## config.mk

```make
export PLATFORM = sky130hd
export DESIGN_NAME = mem_port_arbiter
export DESIGN_NICKNAME = d
export VERILOG_FILES = /design/src/rtl/mem_port_arbiter_pkg.sv /design/src/rtl/mem_port_arbiter.sv
export SDC_FILE = /design/constraint.sdc
export NUM_CORES = 1
export LEC_CHECK = 0
export ABC_AREA = 1
export BUFFER_PORTS_ARGS = -buffer_cell sky130_fd_sc_hd__buf_4
export CAP_MARGIN = 25
export CORE_MARGIN = 1.5
export CORE_UTILIZATION = 42
export DETAILED_ROUTE_END_ITERATION = 12
export PLACE_DENSITY_LB_ADDON = 0.12
export SLEW_MARGIN = 25
export SYNTH_ARGS = -nofsm -noshare
export SYNTH_HDL_FRONTEND = slang
export SYNTH_SLANG_ARGS = --single-unit
```

## constraint.sdc

```tcl
create_clock -name clk -period 1.25 [get_ports clk]
set_input_delay 0.375 -clock clk [delete_from_list [all_inputs] [get_ports clk]]
set_output_delay 0.375 -clock clk [all_outputs]
set_load 0.03 [all_outputs]
```

## src/rtl/mem_port_arbiter_pkg.sv

```systemverilog
// Shared encodings for the unified-memory port arbiter: FSM state codes and
// the pattern returned to a port whose access is aborted.
package mem_port_arbiter_pkg;

  typedef enum logic [2:0] {
    ARB_IDLE   = 3'd0,
    ARB_BUSY_D = 3'd1,
    ARB_BUSY_I = 3'd2,
    ARB_DONE_D = 3'd3,
    ARB_DONE_I = 3'd4
  } arb_state_t;

  localparam logic [31:0] ARB_ABORT_DATA = 32'hDEAD_BEEF;

endpackage

```

## src/rtl/mem_port_arbiter.sv

```systemverilog
// Arbitrates the IF fetch port and MEM data port onto one single-ported memory.
// Optional macro ARB_TIMEOUT_EN adds an ack timeout with a sticky arb_err flag.
//
// state      | meaning
// -----------+-------------------------------------------------------------
// ARB_IDLE   | no access in flight
// ARB_BUSY_D | data access issued, waiting for ram_ack
// ARB_BUSY_I | fetch issued, waiting for ram_ack
// ARB_DONE_D | mem_din valid; data_stall low for this one cycle
// ARB_DONE_I | inst_data valid; inst_stall low for this one cycle
module mem_port_arbiter
  import mem_port_arbiter_pkg::*;
#(
  parameter int ADDR_W  = 32,
  parameter int DATA_W  = 32,
  parameter int TIMEOUT = 64
) (
  input  logic              clk,
  input  logic              rst_n,
  input  logic              inst_ren,
  input  logic [ADDR_W-1:0] inst_addr,
  output logic [DATA_W-1:0] inst_data,
  output logic              inst_stall,
  input  logic              mem_ren,
  input  logic              mem_wen,
  input  logic [ADDR_W-1:0] mem_addr,
  input  logic [DATA_W-1:0] mem_dout,
  output logic [DATA_W-1:0] mem_din,
  output logic              data_stall,
  output logic              ram_req,
  output logic              ram_we,
  output logic [ADDR_W-1:0] ram_addr,
  output logic [DATA_W-1:0] ram_wdata,
  input  logic [DATA_W-1:0] ram_rdata,
  input  logic              ram_ack,
  output logic              arb_err
);

  if (TIMEOUT < 2) begin : g_bad_timeout
    $error("mem_port_arbiter: TIMEOUT must be at least 2");
  end

  arb_state_t state, state_nxt;
  logic       dreq;
  logic       busy;
  logic       load_d;
  logic       load_i;
  logic       finish;
  logic       abort;

  assign dreq       = mem_ren | mem_wen;
  assign busy       = (state == ARB_BUSY_D) || (state == ARB_BUSY_I);
  assign inst_stall = inst_ren & (state != ARB_DONE_I);
  assign data_stall = dreq & (state != ARB_DONE_D);

`ifdef ARB_TIMEOUT_EN
  localparam int CNT_W = $clog2(TIMEOUT);

  logic [CNT_W-1:0] tmo_cnt;

  // ram_ack wins over a timeout landing in the same cycle
  assign abort = busy & ~ram_ack & (tmo_cnt == CNT_W'(TIMEOUT - 1));

  always_ff @(posedge clk or negedge rst_n) begin
    if (!rst_n) begin
      tmo_cnt <= '0;
      arb_err <= 1'b0;
    end else begin
      if (load_d || load_i) begin
        tmo_cnt <= '0;
      end else if (busy && !ram_ack) begin
        tmo_cnt <= tmo_cnt + 1'b1;
      end
      if (abort) begin
        arb_err <= 1'b1;
      end
    end
  end
`else
  assign abort   = 1'b0;
  assign arb_err = 1'b0;
`endif

  always_ff @(posedge clk or negedge rst_n) begin
    if (!rst_n) begin
      state <= ARB_IDLE;
    end else begin
      state <= state_nxt;
    end
  end

  always_comb begin
    state_nxt = state;
    load_d    = 1'b0;
    load_i    = 1'b0;
    finish    = 1'b0;
    case (state)
      ARB_IDLE: begin
        if (dreq) begin
          state_nxt = ARB_BUSY_D;
          load_d    = 1'b1;
        end else if (inst_ren) begin
          state_nxt = ARB_BUSY_I;
          load_i    = 1'b1;
        end
      end
      ARB_BUSY_D: begin
        if (ram_ack || abort) begin
          state_nxt = ARB_DONE_D;
          finish    = 1'b1;
        end
      end
      ARB_BUSY_I: begin
        if (ram_ack || abort) begin
          state_nxt = ARB_DONE_I;
          finish    = 1'b1;
        end
      end
      ARB_DONE_D: begin
        if (inst_ren) begin
          state_nxt = ARB_BUSY_I;
          load_i    = 1'b1;
        end else begin
          state_nxt = ARB_IDLE;
        end
      end
      ARB_DONE_I: begin
        if (dreq) begin
          state_nxt = ARB_BUSY_D;
          load_d    = 1'b1;
        end else begin
          state_nxt = ARB_IDLE;
        end
      end
      default: state_nxt = ARB_IDLE;
    endcase
  end

  // A read-and-write request from MEM goes out as a write
  always_ff @(posedge clk or negedge rst_n) begin
    if (!rst_n) begin
      ram_req   <= 1'b0;
      ram_we    <= 1'b0;
      ram_addr  <= '0;
      ram_wdata <= '0;
    end else if (load_d) begin
      ram_req   <= 1'b1;
      ram_we    <= mem_wen;
      ram_addr  <= mem_addr;
      ram_wdata <= mem_dout;
    end else if (load_i) begin
      ram_req   <= 1'b1;
      ram_we    <= 1'b0;
      ram_addr  <= inst_addr;
      ram_wdata <= '0;
    end else if (finish) begin
      ram_req   <= 1'b0;
      ram_we    <= 1'b0;
    end
  end

  always_ff @(posedge clk or negedge rst_n) begin
    if (!rst_n) begin
      mem_din   <= '0;
      inst_data <= '0;
    end else if (finish) begin
      if (state == ARB_BUSY_D) begin
        mem_din <= abort ? DATA_W'(ARB_ABORT_DATA) : ram_rdata;
      end else begin
        inst_data <= abort ? DATA_W'(ARB_ABORT_DATA) : ram_rdata;
      end
    end
  end

endmodule

```

Word-level counts from Yosys, hierarchy flattened
Index checks and enable logic that the tools add are counted.

operators by class
  $add $sub $neg = 0
  multiply operators = 0
  div/mod/pow operators = 0
  order comparisons = 0
  equal/unequal tests = 9
  shifts and indexed selects = 0
  muxes and demuxes = 23
  bitwise logic cells = 4
  reductions and logical operators = 8

operators with widths
  kind                number
  $mux 32             4
  $pmux 3 s5          1
  $mux 1              12
  $mux 3              4
  $eq 3x2->1 const B  2
  $ne 3x3->1 const B  2
  $ne 2x2->1 const B  2
  $reduce_and 2->1    2
  $reduce_or 2->1     2
  $eq 3x1->1 const B  1
  $eq 3x3->1 const B  1
  $logic_not 3->1     1
  $ne 3x2->1 const B  1
  $reduce_and 3->1    1
  $reduce_bool 3->1   1
  $and 1x1->1         2
  $mux 2              1
  $pmux 1 s2          1
  $reduce_bool 2->1   1
  $not 1->1           1
  $or 1x1->1          1

storage, ports and cells
  register bits after elaboration = 133
  latch bits = 0
  bits in writable memories = 0
  memory bits (read-only) = 0
  input port bits = 134
  output and inout bits = 133
  logic and storage cells = 51
  memories = 0

Longest topological paths before layout
Gate-level depths: netlist of the first run.

  depth in word-level cells = 6
  mapped depth = 9
  gate-level depth less buffers = 8

Least setup slack after synthesis of the first run
No wires, ideal clock.

  kind = reg2reg
  from = register state[1]
  to = register ram_addr[0]
  arrival = 1.278 ns
  data required time = 1.127 ns
  path slack = -0.151 ns
  stages on the path, launching flop included = 9
  path buffers = 2
  period minus slack after synthesis = 1.401 ns
  path through = dfrtp_1 nor2_4 nand2_1 nor2_4 nor2_2 buf_6 buf_6 nand2_1 nand2_1

on the way
  word-level cells in the longest chain between the ends = 4

ends and longest elaborated chain
  element                                               line                     text
  start, declared                                       mem_port_arbiter.sv:43   arb_state_t state, state_nxt;
  start signal, assigned                                mem_port_arbiter.sv:88   state <= state_nxt;
  $eq 3x3->1 / $logic_not 3->1 (equally long branches)  mem_port_arbiter.sv:97   case (state)
  $reduce_or 2->1 (no line)                             --
  $mux 1                                                --
  $mux 32 / $reduce_bool 2->1 (equally long branches)   --
  end signal, assigned                                  mem_port_arbiter.sv:149  ram_addr <= mem_addr;
  end signal, assigned                                  mem_port_arbiter.sv:154  ram_addr <= inst_addr;
  end, declared                                         mem_port_arbiter.sv:32   output logic [ADDR_W-1:0] ram_addr,

Parallel ways exist; a longest one is shown, timed or not.
A chain may end at the register's enable or synchronous reset.

Final worst setup path of the first run
  from = register state[0]
  to = output port data_stall

on the way
  word-level cells in the longest chain between the ends = 2

ends and longest elaborated chain
  element        line                    text
  $ne 3x2->1     mem_port_arbiter.sv:54  assign data_stall = dreq & (state != ARB_DONE_D);
  $and 1x1->1    mem_port_arbiter.sv:54
  end, declared  mem_port_arbiter.sv:29  output logic data_stall,

Every way passes these cells.

==> results of run 1 <==
layout make-up:
class                      count  area, um2  area share, %
clock buffer                  23        498           4.58
clock inverter                 9        123           1.13
inverter                      43        166           1.53
multi-input combinational    450       2340           21.5
sequential                   133       3330           30.6
tap                          172        215           1.98
timing repair buffer         427       4210           38.7
worst min-delay path, stage by stage:
cell and delay, ns:
buf_4 0.08, nand2_1 0.04, nand2_1 0.05
metrics by stage:
step	power (W)	setup TNS [ns]	area [um2]
after floorplan	0.0150	-4.87	5560
after global placement	0.0198	-10.45	7850
after detailed placement	0.0201	-14.38	7850
after CTS	0.0313	-38.38	10200
after global routing	0.0354	-54.27	10900
final	0.0340	-41.31	10900
power by group:
part	switching, W	internal [W]	total, W
Combinational	0.0108	0.00995	0.0208
Sequential	0.00167	0.00633	0.00799
Clock	0.00188	0.00338	0.00527
Total	0.0144	0.0197	0.0340
synth_stat cells:
library cell / n / share of area, %
a21oi_1: 4 / 0.36
buf_2: 9 / 0.81
buf_4: 1 / 0.14
buf_6: 5 / 1.0
clkbuf_1: 19 / 1.3
clkbuf_2: 2 / 0.18
conb_1: 1 / 0.068
dfrtp_1: 133 / 60
inv_1: 42 / 2.8
inv_2: 1 / 0.068
nand2_1: 331 / 22
nand2_2: 1 / 0.11
nand2_4: 1 / 0.20
nand3_1: 5 / 0.45
nand3_2: 1 / 0.18
nand4_1: 1 / 0.11
nor2_1: 2 / 0.14
nor2_2: 2 / 0.23
nor2_4: 2 / 0.41
o21ai_0: 99 / 8.9
timing repair:
| item | CTS | global route |
|---|---|---|
| endpoints found under the hold margin | 14 | 0 |
| gates resized for setup | 274 | 63 |
| gates cloned | 15 | 0 |
| buffers inserted | 69 | 53 |
| setup endpoints to repair | 262 | 263 |
| pin swaps | 4 | 5 |
| hold buffers | 1 | 0 |
layout by cell type (no fill, tap or decap), types with 3 or more instances in the layout:
master,Yosys,final
bufinv_16,0,3
dfrtp_1,133,130
nor2_4,2,4
nand2_4,1,29
buf_12,0,12
o21ai_2,0,20
nand2_2,1,57
buf_16,0,15
nand3_2,1,3
o21ai_1,0,13
buf_4,1,255
clkbuf_16,0,17
o21ai_0,99,66
buf_6,5,142
dfrtp_2,0,3
nand2_1,331,247
clkbuf_8,0,5
clkinv_2,0,5
inv_1,42,40
layer usage:
metal	part of all wire, %	wire length, um	vias up
met3	7.3	1680	81
met4	4.4	1020	0
li1	-	-	2875
met5	0	0	-
met1	34	7960	3140
met2	54	12500	327
cell families after synthesis:
kind of cell	share of synthesized area [%]
AO/OA/AOI/OAI	9.30
buffers and inverters	6.34
AND/OR/NAND/NOR	24.2
other	0.0677
flip-flops	60.0
state kept, by name (all words and copies together) (netlist names):
signal     cells
inst_data     32
mem_din       32
ram_addr      32
ram_req        1
ram_wdata     32
ram_we         1
state          3
worst paths after layout:
path | slack [ns] | depth (start not counted) | endpoint | from
worst max-delay path | -0.49 | 5 | data_stall | state[0]$_DFFE_PN0P_
worst min-delay path | 0.15 | 3 | ram_wdata[24]$_DFFE_PN0P_ | mem_dout[24]
worst max register to register | -0.36 | 11 | ram_addr[11]$_DFFE_PN0P_ | state[0]$_DFFE_PN0P_
worst min register to register | 0.50 | 2 | ram_wdata[30]$_DFFE_PN0P_ | ram_wdata[30]$_DFFE_PN0P_
max in group asynchronous | 0.30 | 3 | ram_addr[12]$_DFFE_PN0P_ | rst_n
min in group asynchronous | 0.39 | 2 | mem_din[26]$_DFFE_PN0P_ | rst_n
==> impl_metrics.toml, run 1 <==
[setup_path]
slowest_stage = "dfrtp_2"
worstPathArrival_ns = 1.37
start_kind = "register"
worst_path_largest_cell_delay_ns = 0.44
required_ns = 0.88
cp_cell_sequence = "inv_2, nor2_4, buf_6, a21oi_4, buf_6"
cp_max_fo = 4
cp_common_cell = "buf_6"
end_kind = "output pin"
worst-setup-path-type = "reg -> out"
critPathTopFamily = "flip-flops"
crit_buf_inv = 3

[detailed_routing]
drt-total-wl_um = 23200
postRouteAntennaNets = 0
drc = 0
drt-pass1-iter-count = 5
viasPerCell = 5.11
wl_per_cell_um = 18.4
drt_first_iter_violations = 350
num_vias = 6423

[clocking]
cts-root-buf = "clkbuf_16"
cts_tree = "built"
h-tree-depth = 4
insertion_delay_ns = 0.43
cts_buffers = 17
clkSinkCount = 133
clk_pin_slew_ns = 0.06
clockBufferDepth = 2

[place]
dp_slack_ns = -0.246
place_congestion = 0.853
placed_cells = 1089
dp_hpwl_um = 11200
portBuffers = 265

[global_routing]
top_usage_layer = "met2"
grt_usage_pct = 29.2
antenna_found_initial = 0
grt_pass1_vias = 6343
grt_max_degree = 66
grt_pass1_wl_um = 31800
met3_usage_pct = 8.87
grt.overflow.total = 0
gr-usage-met1_pct = 31.3
grtUsageMet2_pct = 53.1

[yosys]
syn_area_per_cell_um2 = 8.37
synth.distinct_cells = 20
synthCells = 662
synth-warning-count = 0
synth_nets = 796
ys_seq_elements = 133
synth_area_um2 = 5540
yosysSeqAreaShare_pct = 60.0

[cells_and_area]
drive_above_1_share_pct = 53.4
diodes = 0
fill_cells = 651
area_growth_pct = 96.2
instances_no_fill = 1257
utilization_pct = 85.2
nets = 1206

[sta]
final_max_slew_viol_count = 0
period_minus_slack_ns = 1.74
setup_viol = 262
rsz0062_at_grt = "yes"
setup_ws_ns = -0.494
hold_viol_final = 0
whs_ns = 0.153
max_freq_mhz = 573
period_share_pct = 140
final.setup_skew_ns = 0.0114

[die]
die_x_um = 118
start_util_pct = 43.4
coreArea_um2 = 12800
rows = 41
die_area_um2 = 13900
io_pins = 267
die_h_um = 118

[pwr]
powerDensity_nw_per_um2 = 3130
worst_ir_drop_vdd_mv = 1.94
power_leakage_nw = 5.91

[outcome]
violations = "setup timing"
status = "finished, violations left"

[worst_hold_path]
min_path_type = "in -> reg"

[run]
maxCapViolCount = 0
Power figures use the tool's default switching activity.
==> run 2: changes to the inputs <==
--- a/config.mk
+++ b/config.mk
@@ -12,6 +12,7 @@
 export CORE_UTILIZATION = 42
 export DETAILED_ROUTE_END_ITERATION = 12
 export PLACE_DENSITY_LB_ADDON = 0.12
+export REMOVE_ABC_BUFFERS = 1
 export SLEW_MARGIN = 25
 export SYNTH_ARGS = -nofsm -noshare
 export SYNTH_HDL_FRONTEND = slang
==> run 2 against run 1 <==
The flow still finishes with violations (setup timing). Sequential power up 3.8%. Clock skew grew 0.0018 ns. Utilization rose by 10 points. Combinational power rose by 21%. Hold slack got worse by 0.0053 ns. Sequential cell count did not move. First-iteration DRC count grew 86%. Worst setup slack worse by 0.024 ns. Critical path type is now reg -> reg. Critical endpoint is now ram_addr[19]$_DFFE_PN0P_.
==> impl_metrics.toml, run 2 (synthesis results as in run 1) <==
[die]
die_area_um2 = 13900
rows = 41
die_x_um = 118
coreArea_um2 = 12800
start_util_pct = 43.4
die_h_um = 118
io_pins = 267

[cells_and_area]
utilization_pct = 95.2
fill_cells = 300
layout_commonest_cell = "buf_4"
instances_no_fill = 1292
area_growth_pct = 119
drive_above_1_share_pct = 66.0
final_cell_mix = "253 x buf_4, 168 x nand2_1, 156 x buf_6, 127 x dfrtp_1, 99 x nand2_2"
nets = 1241
diodes = 0

[setup_path]
worst_path_largest_cell_delay_ns = 0.46
slowest_stage = "dfrtp_2"
worst-setup-path-type = "reg -> reg"
worstPathArrival_ns = 2.06
reg2reg_from = "state[0]$_DFFE_PN0P_"
cp_max_fo = 5
cp_cell_sequence = "nor2_4, buf_6, nand2_4, nor2_4, nor2_4, buf_6, buf_6, buf_16, nand2_2, nand2_1"
end_kind = "register"
required_ns = 1.54
crit_start = "state[0]$_DFFE_PN0P_"
start_kind = "register"

[detailed_routing]
drc = 0
drt_first_iter_violations = 651
drt-pass1-iter-count = 5
postRouteAntennaNets = 0
num_vias = 7512
viasPerCell = 5.81
drt-total-wl_um = 33300
wl_per_cell_um = 25.8

[sta]
rsz0062_at_grt = "yes"
max_freq_mhz = 566
period_share_pct = 141
final.setup_skew_ns = 0.0131
final_max_slew_viol_count = 0
setup_ws_ns = -0.518
setup_viol = 264
hold_viol_final = 0
period_minus_slack_ns = 1.77

[pwr]
power_leakage_nw = 6.43
powerDensity_nw_per_um2 = 3220
worst_ir_drop_vdd_mv = 2.55

[clocking]
h-tree-depth = 4
clkSinkCount = 133
clk_pin_slew_ns = 0.07
cts_buffers = 17
cts_tree = "built"
cts-root-buf = "clkbuf_16"
clockBufferDepth = 2
insertion_delay_ns = 0.45

[outcome]
status = "finished, violations left"
violations = "setup timing"

[global_routing]
grt_pass1_wl_um = 34800
grt_pass1_vias = 6554
grt_usage_pct = 32.1
grt.overflow.total = 0
antenna_found_initial = 0
grt_max_degree = 52

[place]
dp_hpwl_um = 11300
place_congestion = 0.832
placed_cells = 1088
portBuffers = 265

[run]
maxCapViolCount = 0

[worst_hold_path]
min_from = "mem_dout[17]"
min_path_type = "in -> reg"
run 2: report_power, final:
group	internal (W)	leakage, nW	switching, W	total, W
clock network	0.00355	0.303	0.00218	0.00574
logic	0.0116	4.47	0.0136	0.0252
registers	0.00633	1.66	0.00196	0.00829
run 2: cell type report:
| type | count | area (um2) | share of cell area (%) |
|---|---|---|---|
| Clock buffer | 17 | 425 | 3.50 |
| Clock inverter | 15 | 228 | 1.87 |
| Inverter | 43 | 180 | 1.48 |
| Multi-Input combinational cell | 450 | 2940 | 24.2 |
| Sequential cell | 133 | 3340 | 27.4 |
| Tap cell | 172 | 215 | 1.77 |
| Timing Repair Buffer | 462 | 4840 | 39.8 |
run 2: routing by layer:
metal  track usage (%)  up-vias  wire length [um]
li1                  -     2959                 -
met1              35.4     3583             10700
met2              57.3      694             16100
met3              9.40      276              3370
met4              14.1        0              3030
met5                 0        -                 0
run 2: final timing paths:
kind | endpoint | cells after the start | slack, ns
setup reg to reg | ram_addr[19]$_DFFE_PN0P_ | 10 | -0.52
hold reg to reg | ram_addr[31]$_DFFE_PN0P_ | 2 | 0.51
hold / removal | ram_wdata[17]$_DFFE_PN0P_ | 3 | 0.15
setup / recovery | ram_addr[19]$_DFFE_PN0P_ | 10 | -0.52
max in group asynchronous | mem_din[26]$_DFFE_PN0P_ | 3 | 0.33
min in group asynchronous | inst_data[28]$_DFFE_PN0P_ | 2 | 0.35
run 2: worst max-delay path, delay by kind of cell, from the launching register on:
kind	cells	cell delay (ns)
flip-flops	1	0.46
AND/OR/NAND/NOR	6	0.59
buffers and inverters	4	0.57
run 2: timing repair:
item | in CTS | in global routing
cloned | 24 | 9
endpoints found under the hold margin | 10 | 0
pin swaps | 12 | 71
resized for setup | 341 | 280
buffers inserted | 54 | 95
hold buffers | 1 | 0
endpoints found under the setup margin | 256 | 264
run 2: through the flow:
step / setup WS, ns / total power (W) / setup TNS (ns) / hold slack, ns / instance area, um2
after floorplan: -1.43 / 0.0145 / -123.43 / 0.0794 / 5350
after global placement: -0.162 / 0.0199 / -11.60 / 0.242 / 7890
after detailed placement: -0.232 / 0.0202 / -14.24 / 0.245 / 7890
after CTS: -0.429 / 0.0316 / -47.76 / 0.146 / 10500
after global routing: -0.571 / 0.0400 / -71.20 / 0.142 / 12200
final: -0.518 / 0.0392 / -66.77 / 0.147 / 12200
==> run 3: changes to the inputs <==
--- a/config.mk
+++ b/config.mk
@@ -13,6 +13,7 @@
 export DETAILED_ROUTE_END_ITERATION = 12
 export PLACE_DENSITY_LB_ADDON = 0.12
 export REMOVE_ABC_BUFFERS = 1
+export SETUP_SLACK_MARGIN = 0.2
 export SLEW_MARGIN = 25
 export SYNTH_ARGS = -nofsm -noshare
 export SYNTH_HDL_FRONTEND = slang
==> run 3 against run 2 <==
The run still ends with setup timing left. Combinational power down 3%. Utilization down 1.2 points. Global-route usage down 0.33 points. Sequential power down 0.7%. Highest routed layer unchanged. Clock-buffer cell count unchanged. Sequential cell count unchanged. Clock power about the same. Largest power group unchanged. Worst setup slack worse by 0.027 ns. Critical path type unchanged. Non-clock buffer count down 5. Critical endpoint is now ram_wdata[9]$_DFFE_PN0P_. Maximum frequency down 1.5%.
==> impl_metrics.toml, run 3 (synthesis results as in run 1) <==
[global_routing]
grt_pass1_vias = 6524
grt.overflow.total = 0
grt_pass1_wl_um = 34400
grt_max_degree = 52
antenna_found_initial = 0
grt_usage_pct = 31.8

[cells_and_area]
area_growth_pct = 117
nets = 1236
layout_commonest_cell = "buf_4"
drive_above_1_share_pct = 63.0
final_cell_mix = "247 x buf_4, 193 x nand2_1, 157 x buf_6, 128 x dfrtp_1, 82 x nand2_2"
diodes = 0

[run]
maxCapViolCount = 0

[detailed_routing]
viasPerCell = 5.64
drt_first_iter_violations = 646
num_vias = 7261
drt-pass1-iter-count = 5
drc = 0
postRouteAntennaNets = 0
wl_per_cell_um = 23.8
drt-total-wl_um = 30700

[pwr]
p_seq_share_pct = 21.5
p_clk_share_pct = 14.9
p_int_w = 0.0215
worst_ir_drop_vdd_mv = 2.09
powerDensity_nw_per_um2 = 3190
power.total_w = 0.0384
pwr-share-comb_pct = 63.7
p_sw_w = 0.0169
p_sw_share_pct = 44.0
power_leakage_nw = 6.35

[outcome]
violations = "setup timing"
status = "finished, violations left"

[sta]
rsz0062_at_grt = "yes"
final_max_slew_viol_count = 0
max_freq_mhz = 557
finalSetupTns_ns = -68.64
hold_viol_final = 0
period_share_pct = 144
setup_ws_ns = -0.545
setup_viol = 264
final.setup_skew_ns = 0.0130
period_minus_slack_ns = 1.79

[clocking]
cts-root-buf = "clkbuf_16"
clockBufferDepth = 2
h-tree-depth = 4
insertion_delay_ns = 0.44
cts_buffers = 17
cts_tree = "built"
clk_pin_slew_ns = 0.06
clkSinkCount = 133

[die]
die_x_um = 118
coreArea_um2 = 12800
die_area_um2 = 13900
die_h_um = 118
start_util_pct = 43.4
io_pins = 267
rows = 41

[setup_path]
required_ns = 1.58
start_kind = "register"
cp_max_fo = 6
cp_common_cell = "buf_6"
cp_cell_sequence = "nor2_4, buf_6, buf_6, nand2_4, nor2_4, nor2_4, buf_6, buf_6, buf_12, nand2_2, nand2_1"
crit_buf_inv = 5
end_kind = "register"
slowest_stage = "dfrtp_2"
worst-setup-path-type = "reg -> reg"
critPathTopFamily = "buffers and inverters"
worstPathArrival_ns = 2.12
worst_path_largest_cell_delay_ns = 0.45

[worst_hold_path]
min_path_type = "in -> reg"

[place]
portBuffers = 265
dp_hpwl_um = 11300
place_congestion = 0.832
run 3: cell count changes in the layout (fill, tap and decap cells not counted), moves of 5 or more:
cell and delta:
nand2_2 -17, buf_4 -6, nand2_4 -8, nand2_1 +25, buf_12 +5, buf_8 -6
run 3: final timing paths:
check                                         startpoint                   endpoint  slack (ns)  cells after the start
worst max-delay path                state[0]$_DFFE_PN0P_   ram_wdata[9]$_DFFE_PN0P_       -0.54                     11
worst min-delay path                        mem_dout[22]  ram_wdata[22]$_DFFE_PN0P_        0.14                      3
worst max register to register      state[0]$_DFFE_PN0P_   ram_wdata[9]$_DFFE_PN0P_       -0.54                     11
worst min register to register  ram_wdata[2]$_DFFE_PN0P_   ram_wdata[2]$_DFFE_PN0P_        0.51                      2
max in group asynchronous                          rst_n  inst_data[26]$_DFFE_PN0P_        0.37                      3
min in group asynchronous                          rst_n  inst_data[28]$_DFFE_PN0P_        0.32                      2
run 3: metrics by stage:
step	std cells	util (%)	instance area (um2)	hold slack, ns	setup WS (ns)
2_1_floorplan	626	-	5350	0.0794	-1.43
3_3_place_gp	1088	61.8	7890	0.242	-0.162
3_5_place_dp	1088	61.8	7890	0.245	-0.232
4_1_cts	1193	82.5	10500	0.146	-0.429
5_1_grt	1287	94.0	12000	0.145	-0.555
6_report	1287	94.0	12000	0.144	-0.545
run 3: power groups by stage:
stage          clock [W]  sequential (W)  combinational, W
6_report         0.00571         0.00823            0.0244
5_1_grt          0.00591         0.00832            0.0251
4_1_cts          0.00557         0.00797            0.0184
3_5_place_dp           0         0.00749            0.0127
3_3_place_gp           0         0.00744            0.0125
2_1_floorplan          0          0.0112           0.00338
run 3: final cells by class:
| cell class | count | area, um2 |
|---|---|---|
| repair buffers | 457 | 4840 |
| flip-flops and latches | 133 | 3330 |
| multi-input cells | 450 | 2780 |
| fillers | 363 | 764 |
| clock buffers | 17 | 425 |
| clock inverters | 15 | 228 |
| well taps | 172 | 215 |
| inverters | 43 | 180 |
run 3: layer usage:
metal	global-route usage (%)	up-vias	routed length [um]
li1	-	2942	-
met3	10.7	165	2920
met5	0	-	0
met4	13.9	0	1870
met1	34.3	3532	10300
met2	56.5	622	15600
run 3: worst register-to-register path, cell delays in order, from the launching register on:
cell	delay, ns
dfrtp_2	0.45
nor2_4	0.17
buf_6	0.12
buf_6	0.13
nand2_4	0.06
nor2_4	0.15
nor2_4	0.07
buf_6	0.14
buf_6	0.12
buf_12	0.14
nand2_2	0.08
nand2_1	0.06
run 3: what timing repair did:
item / in CTS / in global routing
resized for setup: 368 / 191
hold buffers: 1 / 0
pin swaps: 13 / 31
buffers inserted: 51 / 85
endpoints found under the setup margin: 264 / 265
gates cloned: 21 / 9
endpoints found under the hold margin: 10 / 0
